`src/rtl/drac_adc_pwm_sequencer_if.sv`:
```
// Bundles the sequencer control inputs and its timing/ADC outputs.
//   enable, trigger_offset, clear_overrun        : control into the sequencer
//   counter_unfolded, pwm_cycle_start            : shared PWM timebase
//   adc_cnv, adc_sck                             : AD4008 pins
//   adc_data_ready, feedback_calculation_start   : per-period strobes to motor channels
//   busy, overrun_count                          : status
// master = sequencer side, slave = controller/consumer side.
interface drac_adc_pwm_sequencer_if #(
    parameter int unsigned COUNTER_WIDTH = 10
);
    logic                     enable;
    logic [COUNTER_WIDTH:0]   trigger_offset;
    logic                     clear_overrun;
    logic [COUNTER_WIDTH:0]   counter_unfolded;
    logic                     pwm_cycle_start;
    logic                     adc_cnv;
    logic                     adc_sck;
    logic                     adc_data_ready;
    logic                     feedback_calculation_start;
    logic                     busy;
    logic [7:0]               overrun_count;

    modport master (
        input  enable, trigger_offset, clear_overrun,
        output counter_unfolded, pwm_cycle_start, adc_cnv, adc_sck,
               adc_data_ready, feedback_calculation_start, busy, overrun_count
    );

    modport slave (
        output enable, trigger_offset, clear_overrun,
        input  counter_unfolded, pwm_cycle_start, adc_cnv, adc_sck,
               adc_data_ready, feedback_calculation_start, busy, overrun_count
    );
endinterface

```
`src/rtl/drac_adc_pwm_sequencer.sv`:
```
// Per-board PWM timing master: free-running unfolded PWM counter, cycle-start
// strobe, and one AD4008 convert/readout sequence per period at a programmable
// counter phase, followed by data-ready and PI-start strobes.
// Ports:
//   pwmclk : sequencer clock
//   rstn   : asynchronous active-low reset
//   bus    : master view of drac_adc_pwm_sequencer_if (control in, timing/ADC out)
module drac_adc_pwm_sequencer #(
    parameter int unsigned COUNTER_WIDTH = 10,
    parameter int unsigned CNV_CYCLES    = 20,
    parameter int unsigned SCK_HALF      = 2,
    parameter int unsigned ADC_BITS      = 16
) (
    input  logic                             pwmclk,
    input  logic                             rstn,
    drac_adc_pwm_sequencer_if.master         bus
);

    localparam int unsigned CW   = COUNTER_WIDTH + 1;
    localparam int unsigned TMAX = (CNV_CYCLES > SCK_HALF) ? CNV_CYCLES : SCK_HALF;
    localparam int unsigned TW   = $clog2(TMAX + 1);
    localparam int unsigned BW   = $clog2(ADC_BITS + 1);

    typedef enum logic [2:0] {
        S_IDLE,
        S_CONVERT,
        S_READ,
        S_DONE,
        S_CALC
    } state_e;

    state_e         state_q, state_d;
    logic [CW-1:0]  cnt_q, cnt_d;
    logic [TW-1:0]  tmr_q, tmr_d;
    logic           phase_q, phase_d;   // 0 = SCK low half, 1 = SCK high half
    logic [BW-1:0]  bits_q, bits_d;     // SCK rising edges issued so far
    logic [7:0]     ovr_q, ovr_d;
    logic           pcs_q, pcs_d;
    logic           cnv_q, cnv_d;
    logic           sck_q, sck_d;
    logic           rdy_q, rdy_d;
    logic           calc_q, calc_d;
    logic           busy_q, busy_d;

    logic           match_c;
    logic           drop_c;

    // Trigger match and dropped-trigger detection
    assign match_c = bus.enable && (cnt_q == bus.trigger_offset);
    assign drop_c  = match_c && (state_q != S_IDLE);

    // State and output registers
    always_ff @(posedge pwmclk or negedge rstn) begin
        if (!rstn) begin
            state_q <= S_IDLE;
            cnt_q   <= '0;
            tmr_q   <= '0;
            phase_q <= 1'b0;
            bits_q  <= '0;
            ovr_q   <= '0;
            pcs_q   <= 1'b0;
            cnv_q   <= 1'b0;
            sck_q   <= 1'b0;
            rdy_q   <= 1'b0;
            calc_q  <= 1'b0;
            busy_q  <= 1'b0;
        end else begin
            state_q <= state_d;
            cnt_q   <= cnt_d;
            tmr_q   <= tmr_d;
            phase_q <= phase_d;
            bits_q  <= bits_d;
            ovr_q   <= ovr_d;
            pcs_q   <= pcs_d;
            cnv_q   <= cnv_d;
            sck_q   <= sck_d;
            rdy_q   <= rdy_d;
            calc_q  <= calc_d;
            busy_q  <= busy_d;
        end
    end

    // Next-state and registered-output decode
    always_comb begin
        state_d = state_q;
        cnt_d   = cnt_q + CW'(1);
        tmr_d   = tmr_q;
        phase_d = phase_q;
        bits_d  = bits_q;
        ovr_d   = ovr_q;
        // Counter at all-ones now means the next cycle is the post-wrap zero
        pcs_d   = (cnt_q == {CW{1'b1}});

        unique case (state_q)
            S_IDLE: begin
                if (match_c) begin
                    state_d = S_CONVERT;
                    tmr_d   = '0;
                end
            end
            S_CONVERT: begin
                if (tmr_q == TW'(CNV_CYCLES - 1)) begin
                    state_d = S_READ;
                    tmr_d   = '0;
                    phase_d = 1'b0;
                    bits_d  = '0;
                end else begin
                    tmr_d = tmr_q + TW'(1);
                end
            end
            S_READ: begin
                if (tmr_q == TW'(SCK_HALF - 1)) begin
                    tmr_d = '0;
                    if (phase_q) begin
                        phase_d = 1'b0;
                        // High half of the last pulse just ended
                        if (bits_q == BW'(ADC_BITS)) begin
                            state_d = S_DONE;
                        end
                    end else begin
                        phase_d = 1'b1;
                        bits_d  = bits_q + BW'(1);
                    end
                end else begin
                    tmr_d = tmr_q + TW'(1);
                end
            end
            S_DONE: begin
                state_d = S_CALC;
            end
            S_CALC: begin
                state_d = S_IDLE;
            end
            default: begin
                state_d = S_IDLE;
            end
        endcase

        // Saturating overrun counter; a same-cycle clear keeps the new drop
        if (bus.clear_overrun) begin
            ovr_d = drop_c ? 8'd1 : 8'd0;
        end else if (drop_c && (ovr_q != 8'hFF)) begin
            ovr_d = ovr_q + 8'd1;
        end

        cnv_d  = (state_d == S_CONVERT);
        sck_d  = (state_d == S_READ) && phase_d;
        rdy_d  = (state_d == S_DONE);
        calc_d = (state_d == S_CALC);
        busy_d = (state_d != S_IDLE);
    end

    assign bus.counter_unfolded           = cnt_q;
    assign bus.pwm_cycle_start            = pcs_q;
    assign bus.adc_cnv                    = cnv_q;
    assign bus.adc_sck                    = sck_q;
    assign bus.adc_data_ready             = rdy_q;
    assign bus.feedback_calculation_start = calc_q;
    assign bus.busy                       = busy_q;
    assign bus.overrun_count              = ovr_q;

endmodule

```
`src/flat_wrapper.sv`:
```
// flat-port wrapper written by rule: the top's interface ports become plain ports
module drac_adc_pwm_sequencer_flat 
#(
    parameter int unsigned COUNTER_WIDTH = 10,
    parameter int unsigned CNV_CYCLES    = 20,
    parameter int unsigned SCK_HALF      = 2,
    parameter int unsigned ADC_BITS      = 16
)
  (pwmclk, rstn, bus_enable, bus_trigger_offset, bus_clear_overrun, bus_counter_unfolded, bus_pwm_cycle_start, bus_adc_cnv, bus_adc_sck, bus_adc_data_ready, bus_feedback_calculation_start, bus_busy, bus_overrun_count);
  drac_adc_pwm_sequencer_if #(.COUNTER_WIDTH(COUNTER_WIDTH)) bus_i ();
  input  logic pwmclk;
  input  logic rstn;
  input wire logic [$bits(bus_i.enable)-1:0] bus_enable;
  input wire logic [$bits(bus_i.trigger_offset)-1:0] bus_trigger_offset;
  input wire logic [$bits(bus_i.clear_overrun)-1:0] bus_clear_overrun;
  output wire logic [$bits(bus_i.counter_unfolded)-1:0] bus_counter_unfolded;
  output wire logic [$bits(bus_i.pwm_cycle_start)-1:0] bus_pwm_cycle_start;
  output wire logic [$bits(bus_i.adc_cnv)-1:0] bus_adc_cnv;
  output wire logic [$bits(bus_i.adc_sck)-1:0] bus_adc_sck;
  output wire logic [$bits(bus_i.adc_data_ready)-1:0] bus_adc_data_ready;
  output wire logic [$bits(bus_i.feedback_calculation_start)-1:0] bus_feedback_calculation_start;
  output wire logic [$bits(bus_i.busy)-1:0] bus_busy;
  output wire logic [$bits(bus_i.overrun_count)-1:0] bus_overrun_count;
  assign bus_i.enable = bus_enable;
  assign bus_i.trigger_offset = bus_trigger_offset;
  assign bus_i.clear_overrun = bus_clear_overrun;
  assign bus_counter_unfolded = bus_i.counter_unfolded;
  assign bus_pwm_cycle_start = bus_i.pwm_cycle_start;
  assign bus_adc_cnv = bus_i.adc_cnv;
  assign bus_adc_sck = bus_i.adc_sck;
  assign bus_adc_data_ready = bus_i.adc_data_ready;
  assign bus_feedback_calculation_start = bus_i.feedback_calculation_start;
  assign bus_busy = bus_i.busy;
  assign bus_overrun_count = bus_i.overrun_count;
  drac_adc_pwm_sequencer #(.COUNTER_WIDTH(COUNTER_WIDTH), .CNV_CYCLES(CNV_CYCLES), .SCK_HALF(SCK_HALF), .ADC_BITS(ADC_BITS)) u_core (.pwmclk(pwmclk), .rstn(rstn), .bus(bus_i));
endmodule
```
`config.mk`:
```
export PLATFORM = sky130hd
export DESIGN_NAME = drac_adc_pwm_sequencer_flat
export DESIGN_NICKNAME = d
export VERILOG_FILES = /design/src/rtl/drac_adc_pwm_sequencer_if.sv /design/src/rtl/drac_adc_pwm_sequencer.sv /design/src/flat_wrapper.sv
export SDC_FILE = /design/constraint.sdc
export NUM_CORES = 1
export LEC_CHECK = 0
export CAP_MARGIN = 30
export CORE_MARGIN = 2
export CORE_UTILIZATION = 55
export CTS_BUF_LIST = sky130_fd_sc_hd__clkbuf_16
export CTS_CLUSTER_SIZE = 16
export DETAILED_ROUTE_END_ITERATION = 16
export PLACE_DENSITY = 0.8
export SLEW_MARGIN = 0
export SYNTH_ARGS = -nofsm -noshare
export SYNTH_HDL_FRONTEND = slang
export SYNTH_SLANG_ARGS = --single-unit
export TNS_END_PERCENT = 10
```
`constraint.sdc`:
```
create_clock -name pwmclk -period 4.3 [get_ports pwmclk]
set_input_delay 1.075 -clock pwmclk [delete_from_list [all_inputs] [get_ports pwmclk]]
set_output_delay 1.075 -clock pwmclk [all_outputs]
set_load 0.02 [all_outputs]
```
==> reports/metrics.cfg, run 1 <==
[run_status]
outcome = complete, no violations

[logic_synthesis]
synth_top_family_by_area = simple AND/OR/NAND/NOR gates
synth-edff-count = 0
postSynth.asyncResetShare_pct = 100
synthMuxAreaShare_pct = 1.05
synth_xor_area_share_pct = 10.3
synth-adder-area-share_pct = 3.69
syn-num-nets = 217
syn_avg_cell_area_sq_um = 10.4
synth_cells = 196
synth.distinct_cells = 39
yosys_warnings = 0
synthFlopType = dfrtp_1
synth_area_sq_um = 2030
synth_compound_area_share_pct = 10.1
yosys.area_share.simple_pct = 23.6
ys_ff_latch = 39
seq_area_frac_synth_pct = 48.0

[cells_and_area]
final_common_cell = dfrtp_1
final_cell_mix = dfrtp_1 (39), clkdlybuf4s50_1 (38), nand3_1 (16)
post-route-util_pct = 71.4
layout.nets = 256
area_delta_synth_final_pct = 26.7
antennaDiodeCount = 0
layout-drive-gt1-share_pct = 5.96

[min_path]
hp-class = reg -> reg
hold_start = u_core.tmr_q[4]$_DFFE_PN0P_

[placed_design]
dp_hpwl_um = 2760
gp_congestion = 0.825
port_buffers = 39

[worst_setup_path]
critical_path_class = in -> reg
startpoint = bus_trigger_offset[9]
r2r_slack_ns = 2.22
cpPeakStageDelay_ns = 0.54
critical_path_required_ns = 4.50
cp.arrival_ns = 3.02
worstPathCellList = clkdlybuf4s50_1 > xor2_1 > nor4_4 > nand4_2 > or4_1 > a21oi_1
r2r_start = u_core.tmr_q[1]$_DFFE_PN0P_
cp_max_fo = 12
cp_top_family = simple AND/OR/NAND/NOR gates
path_buf_inv = 1
critPathSlowestCell = or4_1
startpoint_type = input pin
critPathCaptureType = flip-flop

[detailed_routing]
drtIter0Drc = 129
dr_total_vias = 1578
wirelength_um = 3860
vias_per_cell = 5.58
first_pass_iters = 4
drc = 0
ant_nets = 0
wl_per_cell_um = 13.6

[floorplan]
core_sq_um = 3610
dieArea_sq_um = 4200
die_h_um = 64.8
die_w_um = 64.8
pin_count = 40
rows = 22
initial_core_util_pct = 56.4

[sta]
whs_ns = 0.501
hold_violations = 0
setup_viol = 0
max-slew-margin-rel_pct = 44.1
rsz0062_at_grt = no
slew_violations = 0
tightest_slew_ns = 0.838
setup_tns_ns = 0
period_needed_ns = 2.82
fmax_ghz = 0.355
skew_ns = 0.00439
min_period_over_period_pct = 65.6

[pwr]
p_comb_share_pct = 3.9
power_leakage_nw = 1.13
p_clk_share_pct = 46.3
ir_drop_mv = 0.202
power_density_nw_per_um2 = 286
swShare_pct = 20.0
net-switching-power_uw = 147
seqPwrFrac_pct = 49.8
internal_power_uw = 590

[clocking]
post-cts-setup-buffers = 0
clk_latency_ns = 0.28
clkSinkCount = 39
cts_buffers = 5
cts-root-buf = clkbuf_16
path_clk_slew_ns = 0.05
htreeDepth = 2
cts_buffer_depth = 2
cts_resized = 0
postCtsHoldBufs = 0
cts_tree = yes

[global_routing]
grt-ovfl-total = 0
grt_use_total_pct = 21.2
grt_pass1_vias = 1496
grt_max_degree = 40
antenna_found_initial = 0
grt_pass1_wl_um = 6830

[flow_run]
drv_cap = 0

## cell type report
type	instances	area (sq um)
clock buffers	5	125
clock inverters	2	8.76
fillers	275	1030
inverters	8	30.0
multi-input cells	142	991
flip-flops and latches	39	976
well taps	48	60.1
repair buffers	39	385
## power by group through the flow
stage | clock network, mW | registers (mW) | logic, mW
6_report | 0.341 | 0.367 | 0.0286
5_1_grt | 0.363 | 0.367 | 0.0319
4_1_cts | 0.345 | 0.367 | 0.0294
3_5_place_dp | 0 | 0.374 | 0.0293
3_3_place_gp | 0 | 0.374 | 0.0292
2_1_floorplan | 0 | 0.374 | 0.00790
## routing by layer
metal	routed length [um]	global-route usage, %	part of all wire (%)	vias up
met5	0	0	0	-
met1	1750	27.8	45	752
met4	63	7.71	1.6	0
li1	-	-	-	777
met3	227	6.42	5.9	6
met2	1810	33.2	47	43
## synth_stat cells (3+ instances only)
| cell | count | area (sq um) |
|---|---|---|
| nor2b_1 | 3 | 18.8 |
| a41oi_1 | 3 | 26.3 |
| xor2_1 | 11 | 96.3 |
| o31ai_1 | 7 | 52.6 |
| and3_1 | 7 | 43.8 |
| or4_1 | 4 | 30.0 |
| and4_1 | 4 | 35.0 |
| a21oi_1 | 8 | 40.0 |
| dfrtp_1 | 39 | 976 |
| nand3_1 | 16 | 80.1 |
| nor2_1 | 12 | 45.0 |
| nand2_1 | 12 | 45.0 |
| inv_1 | 8 | 30.0 |
| nand2b_1 | 4 | 25.0 |
| nor3_1 | 5 | 25.0 |
| o21ai_0 | 3 | 15.0 |
| clkbuf_1 | 4 | 15.0 |
| xnor2_1 | 13 | 114 |
| ha_1 | 6 | 75.1 |
| a31oi_1 | 4 | 25.0 |
## registers in the layout, summed over array words and instances, names as in the netlist, 3 cells and up
register,flops
u_core.bits_q,5
u_core.state_q,3
u_core.bus.overrun_count,8
u_core.tmr_q,5
u_core.bus.counter_unfolded,11
## metrics by stage
step	instance area [sq um]	total power [mW]	instances	setup slack [ns]
2_1_floorplan	2030	0.382	196	1.86
3_3_place_gp	2440	0.403	276	1.26
3_5_place_dp	2440	0.403	276	1.21
4_1_cts	2580	0.742	283	1.48
5_1_grt	2580	0.762	283	1.34
6_report	2580	0.737	283	1.48
## worst register-to-register path, delay by kind of cell, from the launching register on
family / cells / cell delay, ns
and+or+nand+nor: 2 / 0.81
adders and majority gates: 1 / 0.14
buffers and inverters: 1 / 0.08
DFF: 1 / 0.40
AOI/OAI and AO/OA: 3 / 0.51
## worst paths after layout
check | end | cells after the start
max | u_core.bus.overrun_count[5]$_DFFE_PN0P_ | 6
min | u_core.tmr_q[4]$_DFFE_PN0P_ | 1
max reg2reg | u_core.tmr_q[3]$_DFFE_PN0P_ | 7
min reg2reg | u_core.tmr_q[4]$_DFFE_PN0P_ | 1
max in group asynchronous | u_core.bus.feedback_calculation_start$_DFF_PN0_ | 1
min in group asynchronous | u_core.bus.counter_unfolded[1]$_DFF_PN0_ | 1
## cells by family after synthesis
family / count (synthesis)
compound gates: 30
xor+xnor: 24
fa+ha+maj: 6
buf+inv: 15
flops: 39
mux: 2
simple gates: 80
(Power assumes the default switching activity.)
==> inputs of run 2 (changes only) <==
--- a/config.mk
+++ b/config.mk
@@ -7,11 +7,11 @@
 export LEC_CHECK = 0
 export CAP_MARGIN = 30
 export CORE_MARGIN = 2
-export CORE_UTILIZATION = 55
+export CORE_UTILIZATION = 46
 export CTS_BUF_LIST = sky130_fd_sc_hd__clkbuf_16
 export CTS_CLUSTER_SIZE = 16
 export DETAILED_ROUTE_END_ITERATION = 16
-export PLACE_DENSITY = 0.8
+export PLACE_DENSITY = 0.71
 export SLEW_MARGIN = 0
 export SYNTH_ARGS = -nofsm -noshare
 export SYNTH_HDL_FRONTEND = slang
==> constraint.sdc (replaced) <==
create_clock -name pwmclk -period 2.3 [get_ports pwmclk]
set_input_delay 0.575 -clock pwmclk [delete_from_list [all_inputs] [get_ports pwmclk]]
set_output_delay 0.575 -clock pwmclk [all_outputs]
set_load 0.02 [all_outputs]
==> run 2 against run 1 <==
Total power grew 100%. Design area grew 3.4%. Flip-flop and latch count is the same. Non-clock buffer count grew 6. Count of clock-buffer cells in the layout is the same. Critical path type unchanged.
==> reports/metrics.cfg, run 2 (synthesized netlist as in run 1, its figures left out) <==
[placed_design]
placedCellCount = 286  ; +3.6%
dp_hpwl_um = 2910  ; +5.5%
port_buffers = 39  ; unchanged
gp_congestion = 0.845  ; +2.3%

[worst_setup_path]
cp.arrival_ns = 2.41  ; -0.61 ns
r2r_start = u_core.tmr_q[1]$_DFFE_PN0P_
cp_max_fo = 9  ; -3
critical_path_class = in -> reg
r2r_slack_ns = 0.27  ; -1.95 ns
critical_path_required_ns = 2.50  ; -2.00 ns
startpoint_type = input pin
rr_worst_depth = 7  ; unchanged
startpoint = bus_trigger_offset[9]
critPathCaptureType = flip-flop

[cells_and_area]
antennaDiodeCount = 0  ; unchanged
final_cells = 294  ; +3.9%
layout-drive-gt1-share_pct = 8.68  ; +2.7 points
final_common_cell = dfrtp_1
final_cell_mix = dfrtp_1 (39), clkdlybuf4s50_1 (38), nand3_1 (16)
area_delta_synth_final_pct = 31.1
layout.nets = 262  ; +2.3%
largest_register_ffs = 11  ; unchanged

[detailed_routing]
ant_nets = 0  ; unchanged
first_pass_iters = 4  ; unchanged
wirelength_um = 4050  ; +5.0%
vias_per_cell = 5.38  ; -3.4%
dr_total_vias = 1583  ; +0.32%
drtIter0Drc = 131  ; +1.6%
wl_per_cell_um = 13.8  ; +1.1%
drc = 0  ; unchanged

[floorplan]
core_sq_um = 4290  ; +19%
pin_count = 40  ; unchanged
die_h_um = 70.5  ; +8.8%
dieArea_sq_um = 4970  ; +18%
initial_core_util_pct = 47.3  ; -9.0 points
rows = 24  ; +9.1%
die_w_um = 70.5  ; +8.8%

[pwr]
power_leakage_nw = 1.19  ; +4.9%
p_total_mw = 1.51  ; +100%
power_density_nw_per_um2 = 566  ; +98%
ir_drop_mv = 0.344  ; +70%

[sta]
hold_violations = 0  ; unchanged
period_needed_ns = 2.21
rsz0062_at_grt = no
setup_tns_ns = 0  ; unchanged
min_period_over_period_pct = 96.0
max-slew-margin-rel_pct = 67.7  ; +24 points
tightest_slew_ns = 0.485  ; -0.353 ns
skew_ns = 0.00414  ; -0.000246 ns
fmax_ghz = 0.453
slew_violations = 0  ; unchanged
setup_viol = 0  ; unchanged

[clocking]
htreeDepth = 2  ; unchanged
cts-root-buf = clkbuf_16
post-cts-setup-buffers = 0  ; unchanged
cts_tree = yes
postCtsHoldBufs = 0  ; unchanged
cts_buffer_depth = 2  ; unchanged
cts_buffers = 5  ; unchanged
cts_resized = 0  ; unchanged
path_clk_slew_ns = 0.06  ; about the same
clk_latency_ns = 0.28  ; about the same
clkSinkCount = 39  ; unchanged

[run_status]
outcome = complete, no violations

[global_routing]
grt-ovfl-total = 0  ; unchanged
grt_pass1_vias = 1593  ; +6.5%
grt_use_total_pct = 18.3  ; -2.9 points
grt_pass1_wl_um = 7090  ; +3.7%
grt_max_degree = 40  ; unchanged
antenna_found_initial = 0  ; unchanged

[min_path]
hp-class = in -> async

[flow_run]
drv_cap = 0  ; unchanged

## run 2: cell type report
cell class	instances	area, sq um
Sequential cell	39	976
Timing Repair Buffer	45	430
Fill cell	382	1630
Clock inverter	3	38.8
Multi-Input combinational cell	142	1000
Tap cell	52	65.1
Inverter	8	30.0
Clock buffer	5	125
## run 2: path summary, 6_finish.rpt
path | end
max | u_core.bus.overrun_count[5]$_DFFE_PN0P_
min | u_core.bus.overrun_count[7]$_DFFE_PN0P_
max reg2reg | u_core.tmr_q[4]$_DFFE_PN0P_
min reg2reg | u_core.tmr_q[4]$_DFFE_PN0P_
max in group asynchronous | u_core.bus.busy$_DFF_PN0_
min in group pwmclk | u_core.tmr_q[4]$_DFFE_PN0P_
## run 2: power by group
part	internal, mW	switching, mW	leakage [nW]
logic	0.0293	0.0282	0.602
clock network	0.505	0.260	0.0812
registers	0.686	0.0000169	0.505
total	1.22	0.288	1.19
## run 2: worst max-delay path: stages
cell and delay [ns]:
clkdlybuf4s50_1 0.42, xor2_1 0.19, nor4_4 0.37, nand4_4 0.18
or4_1 0.51, a21oi_1 0.16
## run 2: layer usage
layer / track usage (%) / vias to the layer above / wire length [um]
met5: 0 / - / 0
met2: 30.4 / 37 / 2000
met3: 4.04 / 7 / 183
met1: 22.3 / 746 / 1780
met4: 8.97 / 0 / 87
li1: - / 793 / -
## run 2: through the flow
stage | worst slack [ns] | utilization, % | instance area (sq um) | hold WS [ns]
2_1_floorplan | 0.343 | - | 2030 | 0.279
3_3_place_gp | -0.158 | 58.0 | 2490 | 0.490
3_5_place_dp | -0.206 | 58.0 | 2490 | 0.503
4_1_cts | 0.0916 | 61.9 | 2660 | 0.361
5_1_grt | 0.000580 | 62.1 | 2670 | 0.402
6_report | 0.0914 | 62.1 | 2670 | 0.343
==> inputs of run 3 (changes only) <==
--- a/config.mk
+++ b/config.mk
@@ -9,6 +9,7 @@
 export CORE_MARGIN = 2
 export CORE_UTILIZATION = 46
 export CTS_BUF_LIST = sky130_fd_sc_hd__clkbuf_16
+export CTS_CLUSTER_DIAMETER = 120
 export CTS_CLUSTER_SIZE = 16
 export DETAILED_ROUTE_END_ITERATION = 16
 export PLACE_DENSITY = 0.71
==> results of run 3 <==
The final DEF is identical to that of run 2; final timing and power are the same.
==> RTL edit 1, RTL diff (config.mk and constraints of run 3) <==
Make the reset (`rstn`) synchronous in one clocked block. Comments in the files are not updated.
--- a/src/rtl/drac_adc_pwm_sequencer.sv
+++ b/src/rtl/drac_adc_pwm_sequencer.sv
@@ -52,3 +52,3 @@
     // State and output registers
-    always_ff @(posedge pwmclk or negedge rstn) begin
+    always_ff @(posedge pwmclk) begin
         if (!rstn) begin
Behaviour: differs if rstn is asserted again (counterexample within 4 cycles, from zero or initial values and one cycle with rstn low); with rstn held inactive, the same outputs for 10 cycles.
==> RTL edit 1 against run 3 <==
- first-iteration DRC count down 44%
- combinational power up 52%
- synthesized cell count up 13%
- design area about the same
- count of clock-buffer cells in the layout unchanged
- power down 6.1%
- sequential cell count unchanged
- routed wire length up 5.0%
- register-to-register slack worse by 0.11 ns
- worst setup slack better by 0.071 ns
- critical path depth unchanged
- synthesized area down 0.12%
- non-clock buffer count up 3
- hold slack better by 0.16 ns
- critical path type is now reg -> reg
- critical endpoint is now u_core.bus.adc_cnv
==> RTL edit 1: results (changes against run 3) <==
Cells and area
  • Inverter count: 9 (+1)
  • Nets: 289 (+10%)
  • Finished Layout Cells: 321 (+9.2%)
  • Fraction of area in multi-input gates: 44.6% (+7.1 points)
  • Filler cell count: 375 (-1.8%)
  • Non-clock buffer count: 48 (+6.7%)
  • Non-clk buf share: 17.2% (+1.0 points)
  • Clk tree area frac: 5.17% (-0.98 points)
  • Storage cell area: 781 sq um (-20%)
  • Fraction of layout cells with a size suffix above 1: 10.0% (+1.4 points)
  • Multi-input combinational gate total: 165 (+16%)

Power and ir drop
  • Pleak: 1.00 nW (-16%)
  • Sw frac: 20.7% (+1.6 points)
  • Worst vdd ir: 0.376 mV (+9.1%)

Run status
  • Status: completed

Critical path
  • CP startpoint kind: flop
  • Critical Path End: u_core.bus.adc_cnv
  • Data arrival time of the critical path: 2.36 ns (-0.05 ns)
  • FF-to-FF Start: u_core.tmr_q[0]
  • Cells on worst reg2reg path: 6 (-1)
  • CP max FO: 6 (-3)
  • Reg-to-reg slack, setup: 0.16 ns (-0.11 ns)

Min path
  • Worst hold path type: reg -> reg

Global routing
  • GRT Overall Usage: 18.5% (+0.25 points)
  • First-pass GRT wire length: 7.45 mm (+5.2%)
  • Largest net degree at the start of global routing: 24 (-40%)
  • Vias in the first global route: 1646 (+3.3%)

Route
  • DRT iter0 DRCs: 73 (-44%)
  • Metal2 WL: 1.97 mm (-1.3%)
  • DR WL met3: 136 microns (-26%)
  • Vias per inst: 5.28 (-2.0%)
  • Final WL: 4.25 mm (+5.0%)

Synth
  • Async set or reset register ratio after synthesis: 0% (-100 points)
  • Mean Syn Cell Area: 9.15 sq um (-12%)
  • Commonest cells in the synthesized netlist: 39 x dfxtp_1, 16 x xnor2_1, 15 x and2_1
  • Post-synth cell types: 49 (+26%)

Placement
  • Placed cells: 313 (+9.4%)
  • Global placer's final weighted congestion: 0.759 (-10%)

Timing
  • Worst Skew: 0.00377 ns (-0.000372 ns)
  • Max transition margin: 76.1% (+8.4 points)
==> RTL edit 1: worst max-delay path: stages (launching register included) <==
cell,delay [ns]
dfxtp_1,0.38
ha_1,0.16
or4b_1,0.57
or4_4,0.53
a21boi_2,0.21
a31o_4,0.12
o21a_1,0.11
==> RTL edit 1: routing by layer <==
layer / GRT usage (%) / vias up
met5: 0 / -
met4: 7.91 / 0
met3: 4.47 / 8
met2: 29.8 / 26
met1: 23.6 / 785
li1: - / 875
==> RTL edit 1: cell families (layout without fill, tap and decap cells) <==
logic type | count (synthesis) | after routing | synth area share [%]
mux | 2 | 2 | 0.986
compound gates | 34 | 34 | 12.3
xor+xnor | 25 | 25 | 10.8
buf+inv | 18 | 65 | 3.45
flops | 39 | 39 | 38.4
simple gates | 98 | 98 | 30.4
fa+ha+maj | 6 | 6 | 3.70
==> RTL edit 1: power by group through the flow <==
stage | sequential, W | combinational [W] | clock [W]
2_1_floorplan | 0.000705 | 0.0000370 | 0
3_3_place_gp | 0.000702 | 0.0000872 | 0
3_5_place_dp | 0.000701 | 0.0000877 | 0
4_1_cts | 0.000687 | 0.0000884 | 0.000659
5_1_grt | 0.000687 | 0.0000948 | 0.000682
6_report | 0.000687 | 0.0000872 | 0.000643
==> RTL edit 1: metrics by stage <==
stage / setup slack, ns / hold WS, ns / TNS [ns] / instance area, sq um / power, W
2_1_floorplan: 0.334 / 0.479 / 0 / 2030 / 0.000742
4_1_cts: 0.149 / 0.504 / 0 / 2660 / 0.00143
3_5_place_dp: -0.129 / 0.490 / -0.658 / 2520 / 0.000789
6_report: 0.162 / 0.499 / 0 / 2660 / 0.00142
3_3_place_gp: -0.106 / 0.489 / -0.368 / 2520 / 0.000789
5_1_grt: 0.0418 / 0.538 / 0 / 2660 / 0.00146
==> RTL edit 2, RTL diff (settings of run 3) <==
Made on the original files. `CNV_CYCLES` is set to 20 in 2 places; all go to 30.
--- a/src/rtl/drac_adc_pwm_sequencer.sv
+++ b/src/rtl/drac_adc_pwm_sequencer.sv
@@ -9,3 +9,3 @@
     parameter int unsigned COUNTER_WIDTH = 10,
-    parameter int unsigned CNV_CYCLES    = 20,
+    parameter int unsigned CNV_CYCLES    = 30,
     parameter int unsigned SCK_HALF      = 2,
--- a/src/flat_wrapper.sv
+++ b/src/flat_wrapper.sv
@@ -4,3 +4,3 @@
     parameter int unsigned COUNTER_WIDTH = 10,
-    parameter int unsigned CNV_CYCLES    = 20,
+    parameter int unsigned CNV_CYCLES    = 30,
     parameter int unsigned SCK_HALF      = 2,
Function: same outputs for any inputs over 10 cycles, from zero or initial values and one cycle with rstn low; that may be too few to reach the edited logic, so the function may still have changed.
==> RTL edit 2 against run 3 <==
- worst setup slack got worse by 0.017 ns
- fmax decreased by 0.77%
- synthesized area shrank 2.3%
- sequential cell count stayed put
- routed wire length increased by 9.0%
- global-route usage is 0.46 points higher
- clock skew is 0.00091 ns higher
- via count is 3.2% higher
- sequential share of layout area fell by 2.0 points
- design area is 5.9% higher
- critical path type unchanged
- highest routed layer unchanged
Power is not compared: it rests on default switching activity, and its combinational part moved more than twofold at a synthesized area within 25%.
==> RTL edit 2: results (changes against run 3) <==
Run status
  • Status: completed

Route
  • Routed length on met1: 2.04 mm (+14%)
  • Vias after detailed routing: 1633 (+3.2%)
  • DR WL met3: 199 microns (+8.7%)
  • Metal2 WL: 2.15 mm (+7.8%)
  • DRT iter0 DRCs: 63 (-52%)
  • Top Metal Used: met4
  • Per-cell routed wire length: 14.8 microns (+7.5%)

Min path
  • Worst hold path type: in -> async

Synth
  • Synth Flop Type: dfrtp_1
  • XOR/XNOR Fraction of Synth Area: 10.6% (+0.25 points)
  • Synth area leaders: dfrtp_1 49%, xnor2_1 8.8%, ha_1 3.8%
  • Compound-Gate Fraction of Synth Area: 11.5% (+1.4 points)
  • Post-Synth Adder-Cell Area: 3.78% (+0.088 points)
  • Commonest cells in the synthesized netlist: 39 x dfrtp_1, 20 x xnor2_1, 18 x nor2_1
  • Syn Inst Count: 191 (-2.6%)
  • Top cell type's share of synthesized area: 49.1% (+1.1 points)
  • Post-Syn Nets: 212 (-2.3%)
  • Post-synth cell types: 40 (+2.6%)
  • Mux contribution to synthesized area: 2.14% (+1.1 points)
  • Post-synthesis sequential area ratio: 49.1% (+1.1 points)

Cells and area
  • Nets: 268 (+2.3%)
  • Max reg flops: 11 (unchanged)
  • Finished Layout Cells: 298 (+1.4%)
  • Fraction of layout cells with a size suffix above 1: 19.8% (+11 points)

Critical path
  • Worst stage delay on the critical path: 0.53 ns (+0.02 ns)
  • FF-to-FF Start: u_core.bus.counter_unfolded[10]
  • Slowest CP cell: or4_4
  • Data arrival time of the critical path: 2.43 ns (+0.02 ns)
  • Crit path from: bus_trigger_offset[5]
  • CP max FO: 5 (-4)

Timing
  • Worst Skew: 0.00504 ns (+0.000906 ns)
  • Max transition margin: 67.1% (-0.61 points)

Clocking
  • Worst-case clock buffer depth: 2 (unchanged)
  • Clock slew at reported path FFs: 0.06 ns (about the same)
  • Setup repair bufs after CTS: 0 (unchanged)
  • Clk root buf: clkbuf_16
  • H-tree Lvls: 2 (unchanged)
  • Clock latency on the worst-skew pair: 0.28 ns (about the same)
  • Post-cts resize count: 0 (unchanged)
  • Hold Buf Count CTS: 0 (unchanged)

Placement
  • Port bufs: 39 (unchanged)
  • Global placer's final weighted congestion: 0.806 (-4.6%)
  • Placed cells: 289 (+1.0%)
  • Post-DP HPWL: 3.00 mm (+3.0%)

Global routing
  • First-pass GRT wire length: 7.38 mm (+4.2%)
  • Met1 GRT Util: 24.9% (+2.6 points)
  • GRT Overall Usage: 18.8% (+0.46 points)
  • Antenna violations before repair: 0 (unchanged)
  • Met3 Resource Use GR: 5.52% (+1.5 points)
  • Largest net degree at the start of global routing: 40 (unchanged)
  • GR Layer Usage met2: 30.0% (-0.38 points)
[RTL edit 2: cell types whose count changed after synthesis, sizes merged, moves of 4 or more]
cell          run 3  this run
xor2             11         4
nand2            12         8
nor2             12        18
a31o              0         6
xnor2            13        20
nand3            16        11
o31ai             7         3
nor3b             0         4
[RTL edit 2: metrics by stage]
stage | cell area [sq um] | TNS (ns) | total power [W] | worst slack (ns)
6_report | 2820 | 0 | 0.00184 | 0.0744
5_1_grt | 2820 | -0.00374 | 0.00191 | -0.00238
4_1_cts | 2700 | 0 | 0.00185 | 0.0369
3_5_place_dp | 2510 | -1.51 | 0.000970 | -0.231
3_3_place_gp | 2510 | -1.24 | 0.000964 | -0.210
2_1_floorplan | 1990 | 0 | 0.000892 | 0.218
[RTL edit 2: path summary, 6_finish.rpt]
path | to | slack (ns) | cells past startpoint
max | u_core.bus.overrun_count[6] | 0.07 | 6
min | u_core.bus.counter_unfolded[7] | 0.35 | 2
max reg2reg | u_core.bus.overrun_count[6] | 0.28 | 5
min reg2reg | u_core.tmr_q[4] | 0.53 | 1
max in group asynchronous | u_core.bits_q[3] | 1.61 | 2
min in group pwmclk | u_core.tmr_q[4] | 0.53 | 1
[RTL edit 2: power breakdown]
| part | internal, W | switching [W] |
|---|---|---|
| Combinational | 0.0000999 | 0.0000804 |
| Sequential | 0.000726 | 0.0000603 |
| Clock | 0.000617 | 0.000255 |
| Total | 0.00144 | 0.000396 |
[RTL edit 2: final cells by class]
cell class                      instances  area [sq um]
Multi-Input combinational cell        139          1050
Clock inverter                          3          63.8
Clock buffer                            5           125
Timing Repair Buffer                   53           513
Inverter                                9          33.8
Fill cell                             320          1260
Sequential cell                        39           976
Tap cell                               50          62.6
